**config.mk**
```make
export PLATFORM = sky130hd
export DESIGN_NAME = instruction_decode_hs
export DESIGN_NICKNAME = d
export VERILOG_FILES = /design/src/rtl/instruction_decode_hs_pkg.sv /design/src/rtl/instruction_decode_hs_scoreboard.sv /design/src/rtl/instruction_decode_hs.sv
export SDC_FILE = /design/constraint.sdc
export NUM_CORES = 1
export LEC_CHECK = 0
export BUFFER_PORTS_ARGS = -buffer_cell sky130_fd_sc_hd__buf_2
export CAP_MARGIN = 40
export CORE_MARGIN = 2
export CORE_UTILIZATION = 40
export DETAILED_ROUTE_END_ITERATION = 8
export PLACE_DENSITY = 0.66
export SETUP_SLACK_MARGIN = 0.05
export SLEW_MARGIN = 20
export SYNTH_ARGS = -nofsm -noshare
export SYNTH_HDL_FRONTEND = slang
export SYNTH_SLANG_ARGS = --single-unit
```
**constraint.sdc**
```tcl
create_clock -name clk -period 3.2 [get_ports clk]
set_input_delay 0.64 -clock clk [delete_from_list [all_inputs] [get_ports clk]]
set_output_delay 0.64 -clock clk [all_outputs]
set_load 0.005 [all_outputs]
```
**src/rtl/instruction_decode_hs_pkg.sv**
```systemverilog
// Shared RV32I decode constants: opcode encodings, funct7 classes and the
// bit layout of the decoded-operation vector handed to execute.
package instruction_decode_hs_pkg;

  localparam logic [6:0] OPC_LUI      = 7'b0110111;
  localparam logic [6:0] OPC_AUIPC    = 7'b0010111;
  localparam logic [6:0] OPC_JAL      = 7'b1101111;
  localparam logic [6:0] OPC_JALR     = 7'b1100111;
  localparam logic [6:0] OPC_BRANCH   = 7'b1100011;
  localparam logic [6:0] OPC_LOAD     = 7'b0000011;
  localparam logic [6:0] OPC_STORE    = 7'b0100011;
  localparam logic [6:0] OPC_OP_IMM   = 7'b0010011;
  localparam logic [6:0] OPC_OP       = 7'b0110011;
  localparam logic [6:0] OPC_MISC_MEM = 7'b0001111;
  localparam logic [6:0] OPC_SYSTEM   = 7'b1110011;

  localparam logic [6:0] F7_BASE = 7'h00;
  localparam logic [6:0] F7_ALT  = 7'h20;
  localparam logic [6:0] F7_MEXT = 7'h01;

  // decoded_op_de bit positions
  localparam int DOP_WE     = 0;
  localparam int DOP_JUMP   = 1;
  localparam int DOP_BRANCH = 2;
  localparam int DOP_LOAD   = 3;
  localparam int DOP_STORE  = 4;
  localparam int DOP_ALUIMM = 5;
  localparam int DOP_ALUREG = 6;
  localparam int DOP_LUI    = 7;
  localparam int DOP_AUIPC  = 8;
  localparam int DOP_FENCE  = 9;
  localparam int DOP_SYSTEM = 10;
  localparam int OPLEN      = 11;

endpackage

```
**src/rtl/instruction_decode_hs_scoreboard.sv**
```systemverilog
// Pending-write scoreboard: one bit per architectural register, set on issue,
// cleared on writeback or when the issuing entry is flushed.
module instruction_decode_hs_scoreboard (
  input  logic       clk,
  input  logic       rst_n,
  input  logic       set_en,
  input  logic [4:0] set_idx,
  input  logic       clr_en,
  input  logic [4:0] clr_idx,
  input  logic       flush_en,
  input  logic [4:0] flush_idx,
  input  logic [4:0] rs1sel,
  input  logic       rs1_used,
  input  logic [4:0] rs2sel,
  input  logic       rs2_used,
  output logic       hazard
);

  logic [31:0] r_sb;
  logic [31:0] w_sb_next;

  // Set is applied last so an issue beats a same-cycle writeback to that reg.
  always_comb begin
    w_sb_next = r_sb;
    if (clr_en)   w_sb_next[clr_idx]   = 1'b0;
    if (flush_en) w_sb_next[flush_idx] = 1'b0;
    if (set_en)   w_sb_next[set_idx]   = 1'b1;
    w_sb_next[0] = 1'b0;
  end

  always_ff @(posedge clk or negedge rst_n) begin
    if (!rst_n) r_sb <= '0;
    else        r_sb <= w_sb_next;
  end

  assign hazard = (rs1_used & r_sb[rs1sel]) | (rs2_used & r_sb[rs2sel]);

endmodule

```
**src/rtl/instruction_decode_hs.sv**
```systemverilog
// RV32I decode stage with valid/ready on both sides, RAW scoreboard stall,
// flush of the output entry, illegal detection and optional M decode.
module instruction_decode_hs
  import instruction_decode_hs_pkg::*;
#(
  parameter int XLEN   = 32,
  parameter int USE_SB = 1,
  parameter int RV_M   = 0
) (
  input  logic             clk,
  input  logic             rst_n,
  input  logic [31:0]      inst,
  input  logic             inst_valid_fd,
  output logic             ready_fd,
  input  logic [XLEN-1:0]  curr_pc_fd,
  input  logic [XLEN-1:0]  next_pc_fd,
  output logic [4:0]       rs1sel,
  output logic [4:0]       rs2sel,
  input  logic [XLEN-1:0]  rs1data_rd,
  input  logic [XLEN-1:0]  rs2data_rd,
  input  logic             wb_valid,
  input  logic [4:0]       wb_rdsel,
  input  logic             flush,
  input  logic             ready_ex,
  output logic             valid_de,
  output logic [XLEN-1:0]  imm,
  output logic [XLEN-1:0]  rs1data_de,
  output logic [XLEN-1:0]  rs2data_de,
  output logic [XLEN-1:0]  curr_pc_de,
  output logic [XLEN-1:0]  next_pc_de,
  output logic [3:0]       funct_alu,
  output logic [4:0]       rdsel_de,
  output logic [OPLEN-1:0] decoded_op_de,
  output logic             mext_de,
  output logic             illegal_de
);

  logic [6:0] w_opc, w_f7;
  logic [2:0] w_f3;
  logic w_lui, w_auipc, w_jal, w_jalr, w_branch, w_load, w_store;
  logic w_opimm, w_op, w_fence, w_system, w_known;
  logic w_mext, w_f7_ok, w_illegal, w_we, w_rs1_used, w_rs2_used;
  logic w_hazard, w_accept;
  logic [4:0]             w_rd;
  logic signed [31:0]     w_imm32;
  logic [XLEN-1:0]        w_imm;
  logic [3:0]             w_funct;
  logic [OPLEN-1:0]       w_dop;

  assign w_opc = inst[6:0];
  assign w_f3  = inst[14:12];
  assign w_f7  = inst[31:25];

  assign w_lui    = (w_opc == OPC_LUI);
  assign w_auipc  = (w_opc == OPC_AUIPC);
  assign w_jal    = (w_opc == OPC_JAL);
  assign w_jalr   = (w_opc == OPC_JALR);
  assign w_branch = (w_opc == OPC_BRANCH);
  assign w_load   = (w_opc == OPC_LOAD);
  assign w_store  = (w_opc == OPC_STORE);
  assign w_opimm  = (w_opc == OPC_OP_IMM);
  assign w_op     = (w_opc == OPC_OP);
  assign w_fence  = (w_opc == OPC_MISC_MEM);
  assign w_system = (w_opc == OPC_SYSTEM);
  assign w_known  = w_lui | w_auipc | w_jal | w_jalr | w_branch | w_load | w_store |
                    w_opimm | w_op | w_fence | w_system;

  assign w_mext    = (RV_M != 0) && w_op && (w_f7 == F7_MEXT);
  assign w_f7_ok   = (w_f7 == F7_BASE) || (w_f7 == F7_ALT) || w_mext;
  assign w_illegal = ~w_known | (w_op & ~w_f7_ok);
  assign w_we      = ~w_illegal & (w_lui | w_auipc | w_jal | w_jalr | w_load |
                                   w_opimm | w_op | w_system);
  assign w_rd      = w_we ? inst[11:7] : 5'd0;

  assign rs1sel     = w_lui ? 5'd0 : inst[19:15];
  assign rs2sel     = inst[24:20];
  assign w_rs1_used = ~(w_lui | w_auipc | w_jal);
  assign w_rs2_used = w_op | w_branch | w_store;

  always_comb begin
    w_imm32 = '0;
    if (w_lui | w_auipc)                w_imm32 = {inst[31:12], 12'b0};
    else if (w_jal)                     w_imm32 = {{12{inst[31]}}, inst[19:12], inst[20], inst[30:21], 1'b0};
    else if (w_jalr | w_load | w_opimm) w_imm32 = {{20{inst[31]}}, inst[31:20]};
    else if (w_store)                   w_imm32 = {{20{inst[31]}}, inst[31:25], inst[11:7]};
    else if (w_branch)                  w_imm32 = {{20{inst[31]}}, inst[7], inst[30:25], inst[11:8], 1'b0};
  end
  assign w_imm = XLEN'(w_imm32);

  // Immediate shifts carry the arithmetic/logical select in inst[30]; other
  // OP-IMM encodings reuse that bit as immediate data, so it is masked there.
  always_comb begin
    w_funct = 4'd0;
    if (w_illegal)                    w_funct = 4'd0;
    else if (w_op)                    w_funct = {(w_mext ? 1'b0 : inst[30]), w_f3};
    else if (w_opimm)                 w_funct = {((w_f3 == 3'b101) & inst[30]), w_f3};
    else if (w_jalr | w_fence | w_system) w_funct = {1'b0, w_f3};
  end

  always_comb begin
    w_dop = '0;
    if (!w_illegal) begin
      w_dop[DOP_WE]     = w_we;
      w_dop[DOP_JUMP]   = w_jal | w_jalr;
      w_dop[DOP_BRANCH] = w_branch;
      w_dop[DOP_LOAD]   = w_load;
      w_dop[DOP_STORE]  = w_store;
      w_dop[DOP_ALUIMM] = w_opimm;
      w_dop[DOP_ALUREG] = w_op;
      w_dop[DOP_LUI]    = w_lui;
      w_dop[DOP_AUIPC]  = w_auipc;
      w_dop[DOP_FENCE]  = w_fence;
      w_dop[DOP_SYSTEM] = w_system;
    end
  end

  generate
    if (USE_SB != 0) begin : g_sb
      instruction_decode_hs_scoreboard u_sb (
        .clk       (clk),
        .rst_n     (rst_n),
        .set_en    (w_accept & w_we),
        .set_idx   (w_rd),
        .clr_en    (wb_valid),
        .clr_idx   (wb_rdsel),
        .flush_en  (flush & valid_de),
        .flush_idx (rdsel_de),
        .rs1sel    (rs1sel),
        .rs1_used  (w_rs1_used),
        .rs2sel    (rs2sel),
        .rs2_used  (w_rs2_used),
        .hazard    (w_hazard)
      );
    end else begin : g_nosb
      assign w_hazard = 1'b0;
    end
  endgenerate

  assign ready_fd = ~flush & ~w_hazard & (~valid_de | ready_ex);
  assign w_accept = inst_valid_fd & ready_fd;

  // Output register stage: valid is elastic, payload loads only on accept.
  always_ff @(posedge clk or negedge rst_n) begin
    if (!rst_n)        valid_de <= 1'b0;
    else if (flush)    valid_de <= 1'b0;
    else if (w_accept) valid_de <= 1'b1;
    else if (ready_ex) valid_de <= 1'b0;
  end

  always_ff @(posedge clk or negedge rst_n) begin
    if (!rst_n) begin
      imm           <= '0;
      rs1data_de    <= '0;
      rs2data_de    <= '0;
      curr_pc_de    <= '0;
      next_pc_de    <= '0;
      funct_alu     <= '0;
      rdsel_de      <= '0;
      decoded_op_de <= '0;
      mext_de       <= 1'b0;
      illegal_de    <= 1'b0;
    end else if (w_accept) begin
      imm           <= w_imm;
      rs1data_de    <= rs1data_rd;
      rs2data_de    <= rs2data_rd;
      curr_pc_de    <= curr_pc_fd;
      next_pc_de    <= next_pc_fd;
      funct_alu     <= w_funct;
      rdsel_de      <= w_rd;
      decoded_op_de <= w_dop;
      mext_de       <= w_mext;
      illegal_de    <= w_illegal;
    end
  end

endmodule
```
==> metrics, run 1 <==
outcome completed; post-synthesis mux area share between 20 and 30%; CP Capture Type output port; Internal just under 6 mW; Compound-Gate Fraction of Synth Area 8.734%; vias in the first global route about 7,900; Switch Pwr a little over 2 mW; Synth Register Bits between 200 and 250; relative slew slack between 50% and 60%; ys flop type dfrtp_1; final wirelength 32.00 mm; insertion delay to the later sink of the worst-skew pair between 0.5 and 0.6 ns; hold_buf cts 0; vias post-DR around 7,900; reg2reg path depth 9; syn avg cell area 13.34 µm²; synthesized area approximately 0.010 mm²; top cells by area, synth dfrtp_1 (52%), mux2_4 (20%), mux2i_1 (5.2%); die width around 160 µm; Final WS setup about 0.2 ns; total CTS buffers 24; Slew Viols, Final 0; clk sinks 213; clk buf depth 3; # resized after CTS 0; Fmax roughly 330 MHz; CTS tree done; CORE AREA roughly 0.025 mm²; Initial Utilization 40.79%; static leakage 6.602 nW; Final Wtd Congestion approximately 0.94; Die ar. between 0.02 and 0.03 mm²; share of cells above drive strength 1 between 50% and 60%; top-area cell type share of the netlist area roughly half; via/cell ratio roughly 5.3; clock slew at reported path FFs 0.06 ns; number of synthesized flops with an enable pin 0; number of remaining DRC errors 0; first-pass GRT wire length between 40 and 50 mm; row count between 50 and 60; Final Skew between 0.01 and 0.015 ns; # setup viols final 0; Initial DRC Count 634; CP max FO 9; 1st-pass router iterations 6; CP arrival around 2.4 ns; Post-Synthesis Cells 770; asr flop ratio synth 100.0%; Reg power frac around 42%; top cells by count, synth dfrtp_1 (213), mux2_4 (140), mux2i_1 (53), inv_1 (44), o21ai_0 (34); Post CTS Setup Buffer Count 0; VDD IR-drop max slightly above 0.4 mV; top-count cell post-synth dfrtp_1; Final Cell Area approximately 0.013 mm²; TNS Setup 0 ns; xor-xnor portion of the synthesized cell area 0%; dpl ws 0.1336 ns; post-synthesis adder-cell area fraction 0%; post-route ant nets 0; wire per inst between 20 and 25 µm; Syn. warnings 0; final net count about 1,300; Sw Share approximately a quarter; Synth Area in Simple Gates around 6.9%; Post-DP Area approximately 0.013 mm²; largest net degree at the start of global routing 84; Final Hold Vio Count 0; total congestion overflow 0; area leader, netlist dfrtp_1; HPWL after DPL approximately 24 mm; Clk pwr share 36.4%; Setup CP Type in -> out; I/O Pins roughly 370; largest family of logic cells by synthesized area multiplexers; All-Layer GR Usage between 20% and 30%; Hold/Removal Path Class in -> async; power per cell area slightly below 600 mW/mm²; minimum clock period approximately 3.0 ns; Worst Max-Slew Pin Slew approximately 0.68 ns; count of cell types in the netlist 54; fill count 2,190; root buffer cell clkbuf_16; P&R area growth vs syn 30.97%; fin crit share approximately 94%; RSZ-0062 raised after global routing false; antenna violations before repair 4; critical path data required time around 2.6 ns; combinational fraction of design power 21.2%; H-tree depth 1; Post-Syn Nets approximately 940; Critical Path Source Type input pin; number of max-cap violations 0; Fin Hold WS approximately 0.13 ns; port bufs about 360; post-synthesis sequential area ratio between 50% and 60%; die span in y around 160 µm
## cells by family after synthesis
| family | count (synthesis) |
|---|---|
| DFF | 213 |
| and+or+nand+nor | 130 |
| muxes | 203 |
| buffers and inverters | 92 |
| other | 1 |
| AOI/OAI and AO/OA | 131 |
## metrics by stage
| step | cells | total power [mW] | utilization, % |
|---|---|---|---|
| 6_report | 1501 | 7.892 | 53.42 |
| 5_1_grt | 1500 | 8.244 | 53.41 |
| 4_1_cts | 1498 | 7.967 | 53.39 |
| 3_5_place_dp | 1454 | 5.047 | 50.07 |
| 3_3_place_gp | 1454 | 5.008 | 50.07 |
| 2_1_floorplan | 770 | 4.225 | - |
## cell usage in the layout, fill, tap and decap left out, drive strengths merged, types with 3 or more instances in the layout
master    n
buf     402
dfrtp   213
mux2    145
mux2i    53
inv      44
clkbuf   37
o21ai    34
nand2    31
o221ai   31
a21oi    24
nand3    16
nand4    14
nor2     11
nor3     11
nand3b    9
o31ai     9
nor2b     8
and2      7
a22o      5
mux4      5
a22oi     4
and3      4
or3b      4
diode     3
o211ai    3
or2       3
or3       3
clkinv    3
## worst max-delay path: stages
cell,delay [ns]
buf_2,0.20
buf_12,0.17
mux2i_1,0.22
a22oi_1,0.13
nand2_1,0.10
o22ai_1,0.08
o21ai_1,0.21
buf_4,0.16
buf_4,0.12
nand2_1,0.06
nor2_1,0.11
buf_2,0.13
## area by class of cell
type | count | area (µm²) | area share (%)
diodes | 3 | 7.507 | 0.05581
clock inverters | 7 | 93.84 | 0.6976
well taps | 330 | 412.9 | 3.069
flip-flops and latches | 213 | 5330 | 39.62
multi-input cells | 465 | 4419 | 32.85
repair buffers | 402 | 2282 | 16.97
inverters | 44 | 165.2 | 1.228
clock buffers | 37 | 740.7 | 5.506
## final timing paths
path,from,to,slack [ns]
max,inst[20],ready_fd,0.21
min,rst_n,imm[7],0.13
max reg2reg,g_sb.u_sb.r_sb[31],next_pc_de[4],0.58
min reg2reg,rs2data_de[0],rs2data_de[0],0.50
max in group asynchronous,rst_n,next_pc_de[14],2.27
min in group clk,rs1data_rd[21],rs1data_de[21],0.35
## sequential cells by signal (all words and copies together), names as in the netlist
| register | count |
|---|---|
| funct_alu | 4 |
| curr_pc_de | 32 |
| imm | 32 |
| next_pc_de | 32 |
| rs2data_de | 32 |
| rs1data_de | 32 |
| decoded_op_de | 11 |
| rdsel_de | 5 |
| g_sb.u_sb.r_sb | 31 |
| illegal_de | 1 |
| valid_de | 1 |
## layer usage
metal | up-vias | track usage (%) | share of wire, %
met4 | 2 | 6.340 | 2.4
met2 | 405 | 36.14 | 48
met3 | 63 | 4.924 | 8.5
met5 | - | 0 | 0.034
li1 | 3576 | - | -
met1 | 3900 | 30.72 | 42
## power by group through the flow
stage | Sequential (mW) | Combinational, mW | Clock [mW]
after floorplan | 3.40 | 0.827 | 0
after global placement | 3.37 | 1.64 | 0
after detailed placement | 3.38 | 1.67 | 0
after CTS | 3.34 | 1.69 | 2.93
after global routing | 3.39 | 1.80 | 3.05
final | 3.35 | 1.67 | 2.87
Power figures use the tool's default switching activity.
==> run 2: changes to the inputs <==
--- a/config.mk
+++ b/config.mk
@@ -10,8 +10,9 @@
 export CORE_MARGIN = 2
 export CORE_UTILIZATION = 40
 export DETAILED_ROUTE_END_ITERATION = 8
+export HOLD_SLACK_MARGIN = 0.08
 export PLACE_DENSITY = 0.66
-export SETUP_SLACK_MARGIN = 0.05
+export SETUP_SLACK_MARGIN = 0.3
 export SLEW_MARGIN = 20
 export SYNTH_ARGS = -nofsm -noshare
 export SYNTH_HDL_FRONTEND = slang
==> metrics, run 2 (synthesis results as in run 1) <==
Critical Path Source Type input pin; post-route ant nets 0; Worst Max-Slew Pin Slew just under 0.7 ns; power per cell area a little under 600 mW/mm²; critical path data required time approximately 2.6 ns; Max stage delay cell, worst path a22oi_1; total congestion overflow 0; most used cell, CP buf_4; outcome completed; final wirelength about 32 mm; share of cells above drive strength 1 between 50% and 60%; wire per inst around 21 µm; HPWL after DPL ~24 mm; CORE AREA ~0.025 mm²; VDD IR-drop max approximately 0.4 mV; # setup viols final 0; Post-DP Area about 0.013 mm²; Hold/Removal Path Class in -> async; clock slew at reported path FFs approximately 0.060 ns; RSZ-0062 raised after global routing true; vias post-DR roughly 8,000; hold_buf cts 0; Fin Hold WS between 0.1 and 0.15 ns; CTS tree done; row count 58; die width between 150 and 200 µm; most common cell after layout, fill and taps aside buf_2; fin crit share between 80% and 90%; largest net degree at the start of global routing 84; H-tree depth 1; CP Capture Type output port; final core occ 53.89%; Fmax 350.0 MHz; Final Cell Area 0.01357 mm²; Final Skew 0.01066 ns; total CTS buffers 24; I/O Pins roughly 370; Final Hold Vio Count 0; Slew Viols, Final 0; Final Wtd Congestion 0.9377; static leakage between 6 and 7 nW; P&R area growth vs syn 32.11%; Top delay family on crit path buffers and inverters; Max stage delay on crit path roughly 0.24 ns; TNS Setup 0 ns; antenna violations before repair 4; Initial Utilization about two fifths; All-Layer GR Usage between 20% and 30%; clk sinks between 200 and 250; Die ar. 0.02697 mm²; insertion delay to the later sink of the worst-skew pair around 0.51 ns; number of remaining DRC errors 0; vias in the first global route 7,913; relative slew slack 54.55%; Setup CP Type in -> out; die span in y roughly 160 µm; clk buf depth 3; 1st-pass router iterations 6; via/cell ratio roughly 5.3; minimum clock period ~2.9 ns; number of max-cap violations 0; CP arrival 2.22 ns; total chip power 7.899 mW; final net count approximately 1,300; Initial DRC Count ~770; CP cell instances buf_4, buf_12, mux2i_1, a22oi_1, nand2_1, o22ai_1, o21ai_1, buf_4, buf_6, nand2_4, nor2_4, buf_2; root buffer cell clkbuf_16; crit path buf inv count 5; most frequent cells in the layout buf_2 (361), dfrtp_1 (213), mux2_4 (141); CP max FO 9; port bufs roughly 360; first-pass GRT wire length roughly 47 mm
[run 2: per-stage QoR]
step | instances | worst slack, ns
after floorplan | 770 | 0.3056
after global placement | 1454 | 0.09460
after detailed placement | 1454 | 0.1336
after CTS | 1508 | 0.2717
after global routing | 1512 | 0.2296
final | 1513 | 0.3429
[run 2: power breakdown]
group	total (mW)	leakage [nW]	internal, mW	switching, mW
Sequential	3.35	2.68	3.11	0.242
Clock	2.87	0.405	1.75	1.12
Combinational	1.68	3.57	0.989	0.690
Total	7.90	6.66	5.85	2.05
[run 2: final timing paths]
kind	to	cells past startpoint	from	slack, ns
worst min-delay path	imm[7]	1	rst_n	0.13
worst max-delay path	ready_fd	12	inst[20]	0.34
max in group asynchronous	next_pc_de[14]	2	rst_n	2.27
worst max register to register	next_pc_de[4]	9	g_sb.u_sb.r_sb[21]	0.52
worst min register to register	rs2data_de[0]	1	rs2data_de[0]	0.50
min in group clk	curr_pc_de[30]	2	curr_pc_fd[30]	0.35
[run 2: repair_timing]
item	in CTS	in global routing
setup buffers	10	2
pin swaps	5	5
endpoints found under the setup margin	1	23
hold endpoints to repair	0	0
gates resized for setup	8	2
[run 2: layer usage]
| layer | global-route usage, % | part of all wire (%) | vias to the layer above |
|---|---|---|---|
| met5 | 0 | 0.034 | - |
| met4 | 6.659 | 2.5 | 2 |
| met3 | 5.101 | 8.3 | 62 |
| met2 | 36.31 | 48 | 383 |
| met1 | 30.62 | 41 | 3928 |
| li1 | - | - | 3595 |
[run 2: layout make-up]
class,instances,area [µm²]
inverters,44,165.2
clock inverters,7,93.84
repair buffers,414,2379
multi-input cells,465,4441
diodes,3,7.507
well taps,330,412.9
clock buffers,37,740.7
fillers,2182,11610
flip-flops and latches,213,5330
==> run 3: changes to the inputs <==
--- a/config.mk
+++ b/config.mk
@@ -12,6 +12,7 @@
 export DETAILED_ROUTE_END_ITERATION = 8
 export HOLD_SLACK_MARGIN = 0.08
 export PLACE_DENSITY = 0.66
+export REMOVE_ABC_BUFFERS = 1
 export SETUP_SLACK_MARGIN = 0.3
 export SLEW_MARGIN = 20
 export SYNTH_ARGS = -nofsm -noshare
==> metrics, run 3 (synthesis results as in run 1) <==
Reg power frac between 40% and 50%; die width 164.2 µm; insertion delay to the later sink of the worst-skew pair between 0.5 and 0.6 ns; Setup CP Type reg -> out; combinational fraction of design power a little over a fifth; H-tree depth 1; clk sinks about 210; most common cell after layout, fill and taps aside buf_2; relative slew slack slightly below 50%; HPWL after DPL roughly 23 mm; 1st-pass router iterations 5; CP cell instances mux4_1, mux2i_1, a21o_1, a211o_1, nand2_4, nor2_2, buf_2; share of cells above drive strength 1 around half; die span in y 164.2 µm; total chip power 7.756 mW; VDD IR-drop max between 0.4 and 0.5 mV; number of remaining DRC errors 0; clock slew at reported path FFs approximately 0.060 ns; Internal roughly 5.7 mW; vias post-DR approximately 7,900; Initial DRC Count 570; largest net degree at the start of global routing 93; static leakage roughly 6.6 nW; Final Hold Vio Count 0; Max stage delay on crit path between 0.5 and 0.6 ns; Slew Viols, Final 0; Fmax around 350 MHz; # setup viols final 0; Final WS setup around 0.35 ns; Post-DP Area between 0.01 and 0.015 mm²; CTS tree done; Worst Max-Slew Pin Slew 0.7547 ns; CORE AREA between 0.02 and 0.03 mm²; fin crit share 89.05%; Hold/Removal Path Class in -> async; most frequent cells in the layout buf_2 (361), dfrtp_1 (213), mux2_4 (141); RSZ-0062 raised after global routing true; All-Layer GR Usage 22.24%; Initial Utilization about two fifths; wire per inst approximately 21 µm; number of max-cap violations 0; reg2reg path depth 9; final wirelength between 30 and 40 mm; P&R area growth vs syn 30.26%; total CTS buffers 24; row count a little under 60; Final Wtd Congestion 0.8983; crit path buf inv count 1; Switch Pwr 2.013 mW; Final Skew around 0.0078 ns; critical path data required time approximately 2.6 ns; Critical Path Source Type register; CP arrival ~2.2 ns; first-pass GRT wire length about 46 mm; worst reg2reg setup slack between 0.5 and 0.6 ns; Sw Share between 20% and 30%; hold_buf cts 0; Die ar. between 0.02 and 0.03 mm²; root buffer cell clkbuf_16; clk buf depth 3; post-route ant nets 0; CP max FO 3; Final Cell Area around 0.013 mm²; placed insts between 1,000 and 1,500; Fin Hold WS approximately 0.14 ns; minimum clock period 2.850 ns; I/O Pins ~370; Max stage delay cell, worst path mux4_1; CP Capture Type output port; Top delay family on crit path multiplexers; dpl ws between 0.1 and 0.15 ns; Clk pwr share between 30% and 40%; total congestion overflow 0; via/cell ratio between 5 and 6; reg2reg start g_sb.u_sb.r_sb[21]; fill count ~2,200; outcome completed; vias in the first global route about 8,000; power per cell area about 580 mW/mm²; final net count about 1,300; fin cells 1,496; Worst R2R End curr_pc_de[30]; antenna violations before repair 2; port bufs roughly 360
-- run 3: routing by layer --
layer / global-route usage [%] / share of wire, % / wire length [µm] / up-vias
met5: 0 / 0 / 0 / -
met4: 7.297 / 2.8 / 878 / 0
met3: 4.823 / 8.3 / 2591 / 58
met2: 37.58 / 50 / 15580 / 351
met1: 28.33 / 39 / 12310 / 3921
li1: - / - / - / 3560
-- run 3: layout make-up --
cell class / count / area [µm²] / area share [%]
Sequential cell: 213 / 5330 / 39.84
Multi-Input combinational cell: 465 / 4449 / 33.26
Timing Repair Buffer: 400 / 2223 / 16.62
Clock buffer: 36 / 737.0 / 5.508
Tap cell: 330 / 412.9 / 3.086
Inverter: 44 / 165.2 / 1.234
Clock inverter: 5 / 53.80 / 0.4021
Antenna cell: 3 / 7.507 / 0.05611
-- run 3: stage by stage --
| step | TNS (ns) | utilization (%) |
|---|---|---|
| 3_5_place_dp | 0 | 49.67 |
| 4_1_cts | 0 | 52.85 |
| 5_1_grt | 0 | 53.12 |
| 3_3_place_gp | 0 | 49.67 |
| 2_1_floorplan | -241.28 | - |
| 6_report | 0 | 53.13 |
-- run 3: power by group through the flow --
| stage | logic, mW | registers, mW | clock network, mW |
|---|---|---|---|
| floorplan | 0.794 | 3.40 | 0 |
| global placement | 1.63 | 3.36 | 0 |
| detailed placement | 1.66 | 3.38 | 0 |
| CTS | 1.68 | 3.34 | 2.82 |
| global route | 1.80 | 3.39 | 2.93 |
| finish | 1.67 | 3.34 | 2.75 |
-- run 3: timing repair --
action,CTS,global route
setup buffers,1,4
endpoints found under the setup margin,1,1
resized for setup,1,12
pin swaps,0,4
-- run 3: worst max path at each step --
stage / slack [ns] / end / cells after the start / start
6_report: 0.35 / ready_fd / 7 / g_sb.u_sb.r_sb[21]
5_1_grt: 0.28 / ready_fd / 9 / g_sb.u_sb.r_sb[5]
4_1_cts: 0.31 / ready_fd / 10 / inst[21]
3_5_place_dp: 0.10 / curr_pc_de[21] / 11 / inst[4]
3_3_place_gp: 0.12 / next_pc_de[5] / 10 / inst[4]
2_1_floorplan: -1.44 / next_pc_de[4] / 7 / inst[4]
